<file path="config.mk">
export PLATFORM = sky130hd
export DESIGN_NAME = kcpsmx_stack_ctrl
export DESIGN_NICKNAME = d
export VERILOG_FILES = /design/src/rtl/kcpsmx3_inc_pkg.sv /design/src/rtl/kcpsmx_stack_ctrl.sv
export SDC_FILE = /design/constraint.sdc
export NUM_CORES = 1
export LEC_CHECK = 0
export BUFFER_PORTS_ARGS = -buffer_cell sky130_fd_sc_hd__buf_4
export CORE_MARGIN = 5
export CORE_UTILIZATION = 43
export CTS_CLUSTER_SIZE = 30
export DETAILED_ROUTE_END_ITERATION = 8
export PLACE_DENSITY = 0.75
export SYNTH_ARGS = -nofsm -noshare
export SYNTH_HDL_FRONTEND = slang
export SYNTH_SLANG_ARGS = --single-unit
</file>
<file path="constraint.sdc">
create_clock -name clk -period 2.15 [get_ports clk]
set_clock_uncertainty 0.1 [all_clocks]
set_input_delay 0.43 -clock clk [delete_from_list [all_inputs] [get_ports clk]]
set_output_delay 0.43 -clock clk [all_outputs]
set_load 0.01 [all_outputs]
</file>
<file path="src/rtl/kcpsmx3_inc_pkg.sv">
// Shared stack geometry, types and request decode for the KCPSMX call/return stack.
package kcpsmx3_inc;

    localparam int unsigned STACK_DEPTH = 5;
    localparam int unsigned STACK_WIDTH = 10;
    localparam int unsigned STACK_SIZE  = 32'(1) << STACK_DEPTH;

    typedef logic [STACK_DEPTH-1:0] stack_ptr_t;
    typedef logic [STACK_WIDTH-1:0] stack_word_t;

    typedef enum logic [1:0] {
        STK_IDLE    = 2'd0,
        STK_PUSH    = 2'd1,
        STK_POP     = 2'd2,
        STK_REPLACE = 2'd3
    } stack_op_t;

    // A stalled pipeline issues no stack operation at all
    function automatic stack_op_t decode_op(input logic push, input logic pop, input logic stall);
        stack_op_t op;
        op = STK_IDLE;
        if (!stall) begin
            case ({push, pop})
                2'b10:   op = STK_PUSH;
                2'b01:   op = STK_POP;
                2'b11:   op = STK_REPLACE;
                default: op = STK_IDLE;
            endcase
        end
        return op;
    endfunction

endpackage

</file>
<file path="src/rtl/kcpsmx_stack_ctrl.sv">
// Call/return stack controller: owns stack pointer and occupancy, drives the stack RAM port
// and returns a registered return address one cycle after a pop.
// Optional sticky overflow/underflow flags and err_clear: define KCPSMX_STACK_ERR_EN.
module kcpsmx_stack_ctrl #(
    parameter int unsigned STACK_DEPTH = kcpsmx3_inc::STACK_DEPTH,
    parameter int unsigned STACK_WIDTH = kcpsmx3_inc::STACK_WIDTH,
    parameter int unsigned STACK_SIZE  = kcpsmx3_inc::STACK_SIZE
) (
    input  logic                   clk,
    input  logic                   reset,
    input  logic                   stall,
    input  logic                   push,
    input  logic                   pop,
    input  logic [STACK_WIDTH-1:0] push_data,
    output logic [STACK_WIDTH-1:0] ret_addr,
    output logic                   ret_valid,
    output logic                   stack_empty,
    output logic                   stack_full,
    output logic [STACK_DEPTH-1:0] ram_address,
    output logic                   ram_write_enable,
    output logic [STACK_WIDTH-1:0] ram_data_in,
    input  logic [STACK_WIDTH-1:0] ram_data_out
`ifdef KCPSMX_STACK_ERR_EN
    ,
    input  logic                   err_clear,
    output logic                   stack_overflow,
    output logic                   stack_underflow
`endif
);

    import kcpsmx3_inc::*;

    localparam int unsigned CNT_W = STACK_DEPTH + 1;
    localparam logic [STACK_DEPTH-1:0] PTR_ONE  = STACK_DEPTH'(1);
    localparam logic [CNT_W-1:0]       CNT_ONE  = CNT_W'(1);
    localparam logic [CNT_W-1:0]       CNT_FULL = CNT_W'(STACK_SIZE);

    logic [STACK_DEPTH-1:0] sp_q, sp_d;
    logic [CNT_W-1:0]       cnt_q, cnt_d;
    logic [STACK_WIDTH-1:0] ret_addr_q, ret_addr_d;
    logic                   ret_valid_q, ret_valid_d;

    stack_op_t              op_c;
    logic                   empty_c;
    logic                   full_c;
    logic [STACK_DEPTH-1:0] sp_dec_c;

    // Operation decode and occupancy status
    always_comb begin
        op_c     = decode_op(push, pop, stall);
        empty_c  = (cnt_q == '0);
        full_c   = (cnt_q == CNT_FULL);
        sp_dec_c = sp_q - PTR_ONE;
    end

    // State register; reset leaves RAM contents alone and drops any pending return
    always_ff @(posedge clk or negedge reset) begin
        if (!reset) begin
            sp_q        <= '0;
            cnt_q       <= '0;
            ret_addr_q  <= '0;
            ret_valid_q <= 1'b0;
        end else begin
            sp_q        <= sp_d;
            cnt_q       <= cnt_d;
            ret_addr_q  <= ret_addr_d;
            ret_valid_q <= ret_valid_d;
        end
    end

    // Next-state: pointer wraps freely, count saturates at both ends
    always_comb begin
        sp_d        = sp_q;
        cnt_d       = cnt_q;
        ret_addr_d  = ret_addr_q;
        ret_valid_d = 1'b0;
        case (op_c)
            STK_IDLE: begin
            end
            STK_PUSH: begin
                sp_d = sp_q + PTR_ONE;
                if (!full_c) cnt_d = cnt_q + CNT_ONE;
            end
            STK_POP: begin
                sp_d        = sp_dec_c;
                ret_addr_d  = ram_data_out;
                ret_valid_d = 1'b1;
                if (!empty_c) cnt_d = cnt_q - CNT_ONE;
            end
            STK_REPLACE: begin
                // Replacing the top of an empty stack degenerates into a plain push
                if (empty_c) begin
                    sp_d  = sp_q + PTR_ONE;
                    cnt_d = cnt_q + CNT_ONE;
                end else begin
                    ret_addr_d  = ram_data_out;
                    ret_valid_d = 1'b1;
                end
            end
            default: begin
            end
        endcase
    end

    // RAM-side drive: reads of the top use sp-1, the async read precedes the clocked write
    always_comb begin
        ram_address      = sp_q;
        ram_write_enable = 1'b0;
        ram_data_in      = push_data;
        case (op_c)
            STK_PUSH:    ram_write_enable = 1'b1;
            STK_POP:     ram_address      = sp_dec_c;
            STK_REPLACE: begin
                ram_write_enable = 1'b1;
                if (!empty_c) ram_address = sp_dec_c;
            end
            default: begin
            end
        endcase
    end

    assign ret_addr    = ret_addr_q;
    assign ret_valid   = ret_valid_q;
    assign stack_empty = empty_c;
    assign stack_full  = full_c;

`ifdef KCPSMX_STACK_ERR_EN
    logic ovf_q, ovf_d;
    logic unf_q, unf_d;

    // Sticky error flags; a set event outranks a simultaneous clear
    always_comb begin
        ovf_d = (ovf_q & ~err_clear) | ((op_c == STK_PUSH) & full_c);
        unf_d = (unf_q & ~err_clear) | (((op_c == STK_POP) | (op_c == STK_REPLACE)) & empty_c);
    end

    // Error flag registers
    always_ff @(posedge clk or negedge reset) begin
        if (!reset) begin
            ovf_q <= 1'b0;
            unf_q <= 1'b0;
        end else begin
            ovf_q <= ovf_d;
            unf_q <= unf_d;
        end
    end

    assign stack_overflow  = ovf_q;
    assign stack_underflow = unf_q;
`endif

endmodule
</file>
==> impl_metrics.env <==
export IMPL_nets=200
export IMPL_yosys_area_share_adder_pct=7.10
export IMPL_power_density_mw_per_mm2=1110
export IMPL_grt_pass1_wl_um=4760
export IMPL_fmax_ghz=0.405
export IMPL_post_dp_hpwl_um=2240
export IMPL_finalHoldViolations=0
export IMPL_num_vias=1024
export IMPL_clk_latency_ns=0.32
export IMPL_final_cell_mix="50 x buf_4, 22 x dfrtp_1, 10 x mux2_2"
export IMPL_place_congestion=0.836
export IMPL_yosysUniqueCellTypes=38
export IMPL_cts_made_buffers=3
export IMPL_dieArea_mm2=0.00433
export IMPL_area_growth_synth_to_final_pct=40.2
export IMPL_core_area_mm2=0.00303
export IMPL_grt_antenna_before_repair=0
export IMPL_cts_path_max_buffers=2
export IMPL_drv_cap=0
export IMPL_grt_pass1_vias=1059
export IMPL_antenna_cells=0
export IMPL_ant_nets=0
export IMPL_placed_area_mm2=0.00176
export IMPL_viasPerCell=4.85
export IMPL_io_buffers=33
export IMPL_synth_compound_area_share_pct=10.5
export IMPL_final_fill_count=252
export IMPL_synth_seq_area_share_pct=41.1
export IMPL_synthSimpleGateAreaFrac_pct=13.2
export IMPL_rsz0062_at_grt="yes"
export IMPL_syn_nets=152
export IMPL_tightestPinTransition_ns=0.417
export IMPL_cp_data_arrival_time_ns=1.94
export IMPL_min_path_type="in -> reg"
export IMPL_grt_max_degree=23
export IMPL_synth_seq_cells=22
export IMPL_track_usage_pct=14.1
export IMPL_ys_flop_type="dfrtp_1"
export IMPL_num_rows=20
export IMPL_max_slew_margin_rel_pct=72.0
export IMPL_cp_start_kind="flip-flop"
export IMPL_final_common_cell="buf_4"
export IMPL_io_pins=54
export IMPL_fin_crit_sh_pct=115
export IMPL_cts_root_buf="clkbuf_4"
export IMPL_drt_iter0_markers=48
export IMPL_syn_avg_cell_area_um2=11.2
export IMPL_netlist_area_mm2=0.00134
export IMPL_synth_top_family_by_area="simple AND/OR/NAND/NOR gates"
export IMPL_p_leak_nw=0.867
export IMPL_synth_edf_count=0
export IMPL_ir_drop_mv=0.737
export IMPL_report_final_slew_viol_count=0
export IMPL_clock_sinks=22
export IMPL_setup_tns_ns=-3.36
export IMPL_remaining_drc_errors=0
export IMPL_synth_xor_area_share_pct=8.50
export IMPL_clk_pin_slew_worst_paths_ns=0.13
export IMPL_die_x_um=65.8
export IMPL_fin_util_pct=62.0
export IMPL_h_tree_depth=1
export IMPL_synthCells=120
export IMPL_synth_mux_area_share_pct=11.8
export IMPL_path_class="reg -> out"
export IMPL_crit_path_max_fanout=7
export IMPL_drt_total_wl_um=2830
export IMPL_wl_per_cell_um=13.4
export IMPL_cts_tree="yes"
export IMPL_period_needed_ns=2.47
export IMPL_initial_core_util_pct=44.2
export IMPL_drt_pre_antenna_iters=3
export IMPL_die_h_um=65.8
export IMPL_grt_overflow_total=0
export IMPL_layout_drive_gt1_share_pct=54.5
export IMPL_endpoint_kind="output port"
export IMPL_yosysWarnings=0
export IMPL_synth_async_reset_ratio_pct=100
export IMPL_outcome="complete, but fails checks"
export IMPL_final_setup_viol_count=13
export IMPL_violations="setup timing"
export IMPL_required_ns=1.62
export IMPL_design_area_mm2=0.00188
export IMPL_setup_slack_ns=-0.322
stage by stage:
step                      setup WS (ns)  std cells  hold slack [ns]  total power [mW]
final                            -0.322        211            0.232              2.09
after global routing             -0.386        211            0.223              2.24
after CTS                        -0.329        211            0.230              2.10
after detailed placement         -0.230        203            0.238              1.75
after global placement           -0.181        203            0.230              1.70
after floorplan                  -0.197        120           0.0344              1.34
final cells by class:
cell class,count,area (um2),area share (%)
multi-input cells,82,752,40.1
flip-flops and latches,22,551,29.3
repair buffers,56,450,24.0
well taps,44,55.1,2.93
clock inverters,1,30.0,1.60
clock buffers,3,22.5,1.20
inverters,3,16.3,0.867
cell usage after synthesis (2+ instances only):
| master | instances | area, um2 |
|---|---|---|
| mux2_2 | 10 | 113 |
| dfrtp_1 | 22 | 551 |
| mux2_4 | 3 | 45.0 |
| buf_4 | 10 | 75.1 |
| o21ai_0 | 4 | 20.0 |
| a21oi_1 | 5 | 25.0 |
| nand2_1 | 6 | 22.5 |
| xor2_1 | 5 | 43.8 |
| nor4_1 | 2 | 12.5 |
| a211oi_1 | 2 | 15.0 |
| ha_1 | 6 | 75.1 |
| nand3_1 | 2 | 10.0 |
| nor3b_1 | 2 | 15.0 |
| inv_1 | 3 | 11.3 |
| xnor2_1 | 8 | 70.1 |
| nor2_1 | 8 | 30.0 |
sequential cells by signal, summed over array words and instances (netlist names):
signal,flops
ret_valid,1
cnt_q,6
sp_q,5
ret_addr,10
report_power, final:
part | switching [mW] | internal (mW) | total [mW] | leakage [nW]
registers | 0.166 | 0.554 | 0.720 | 0.260
logic | 0.431 | 0.620 | 1.05 | 0.579
clock network | 0.127 | 0.189 | 0.316 | 0.0279
total | 0.724 | 1.36 | 2.09 | 0.867
critical path, stage by stage (launching register included):
cell and delay, ns:
dfrtp_1 0.40, or4_4 0.57, nor3_4 0.19, a21oi_4 0.13
nand3_2 0.11, xnor2_2 0.10, buf_4 0.13
layer usage:
metal | global-route usage [%] | vias up | share of wire (%)
met5 | 0 | - | 0
met4 | 6.99 | 0 | 1.9
met3 | 1.70 | 6 | 5.2
met2 | 23.9 | 25 | 50
met1 | 17.5 | 488 | 42
li1 | - | 505 | -
timing repair:
action	CTS	global route
setup endpoints to repair	12	14
buffers inserted	4	2
hold endpoints to repair	22	0
pin swaps	2	0
resized for setup	6	3
hold buffers	1	0
final timing paths:
kind                                               from                      end  slack (ns)  cells past startpoint
min in group asynchronous                         reset      ret_valid$_DFF_PN0_        0.42                      2
worst max register to register     cnt_q[1]$_DFFE_PN0P_     cnt_q[1]$_DFFE_PN0P_       -0.29                      6
worst min register to register  ret_addr[4]$_DFFE_PN0P_  ret_addr[4]$_DFFE_PN0P_        0.42                      1
worst min-delay path                    ram_data_out[4]  ret_addr[4]$_DFFE_PN0P_        0.23                      2
max in group asynchronous                         reset     cnt_q[3]$_DFFE_PN0P_        1.30                      2
worst max-delay path               cnt_q[1]$_DFFE_PN0P_           ram_address[4]       -0.32                      6
cell families after synthesis:
group / count (synthesis)
flops: 22
buf+inv: 16
simple gates: 30
mux: 13
compound gates: 19
xor+xnor: 13
fa+ha+maj: 7
Power figures use the tool's default switching activity.
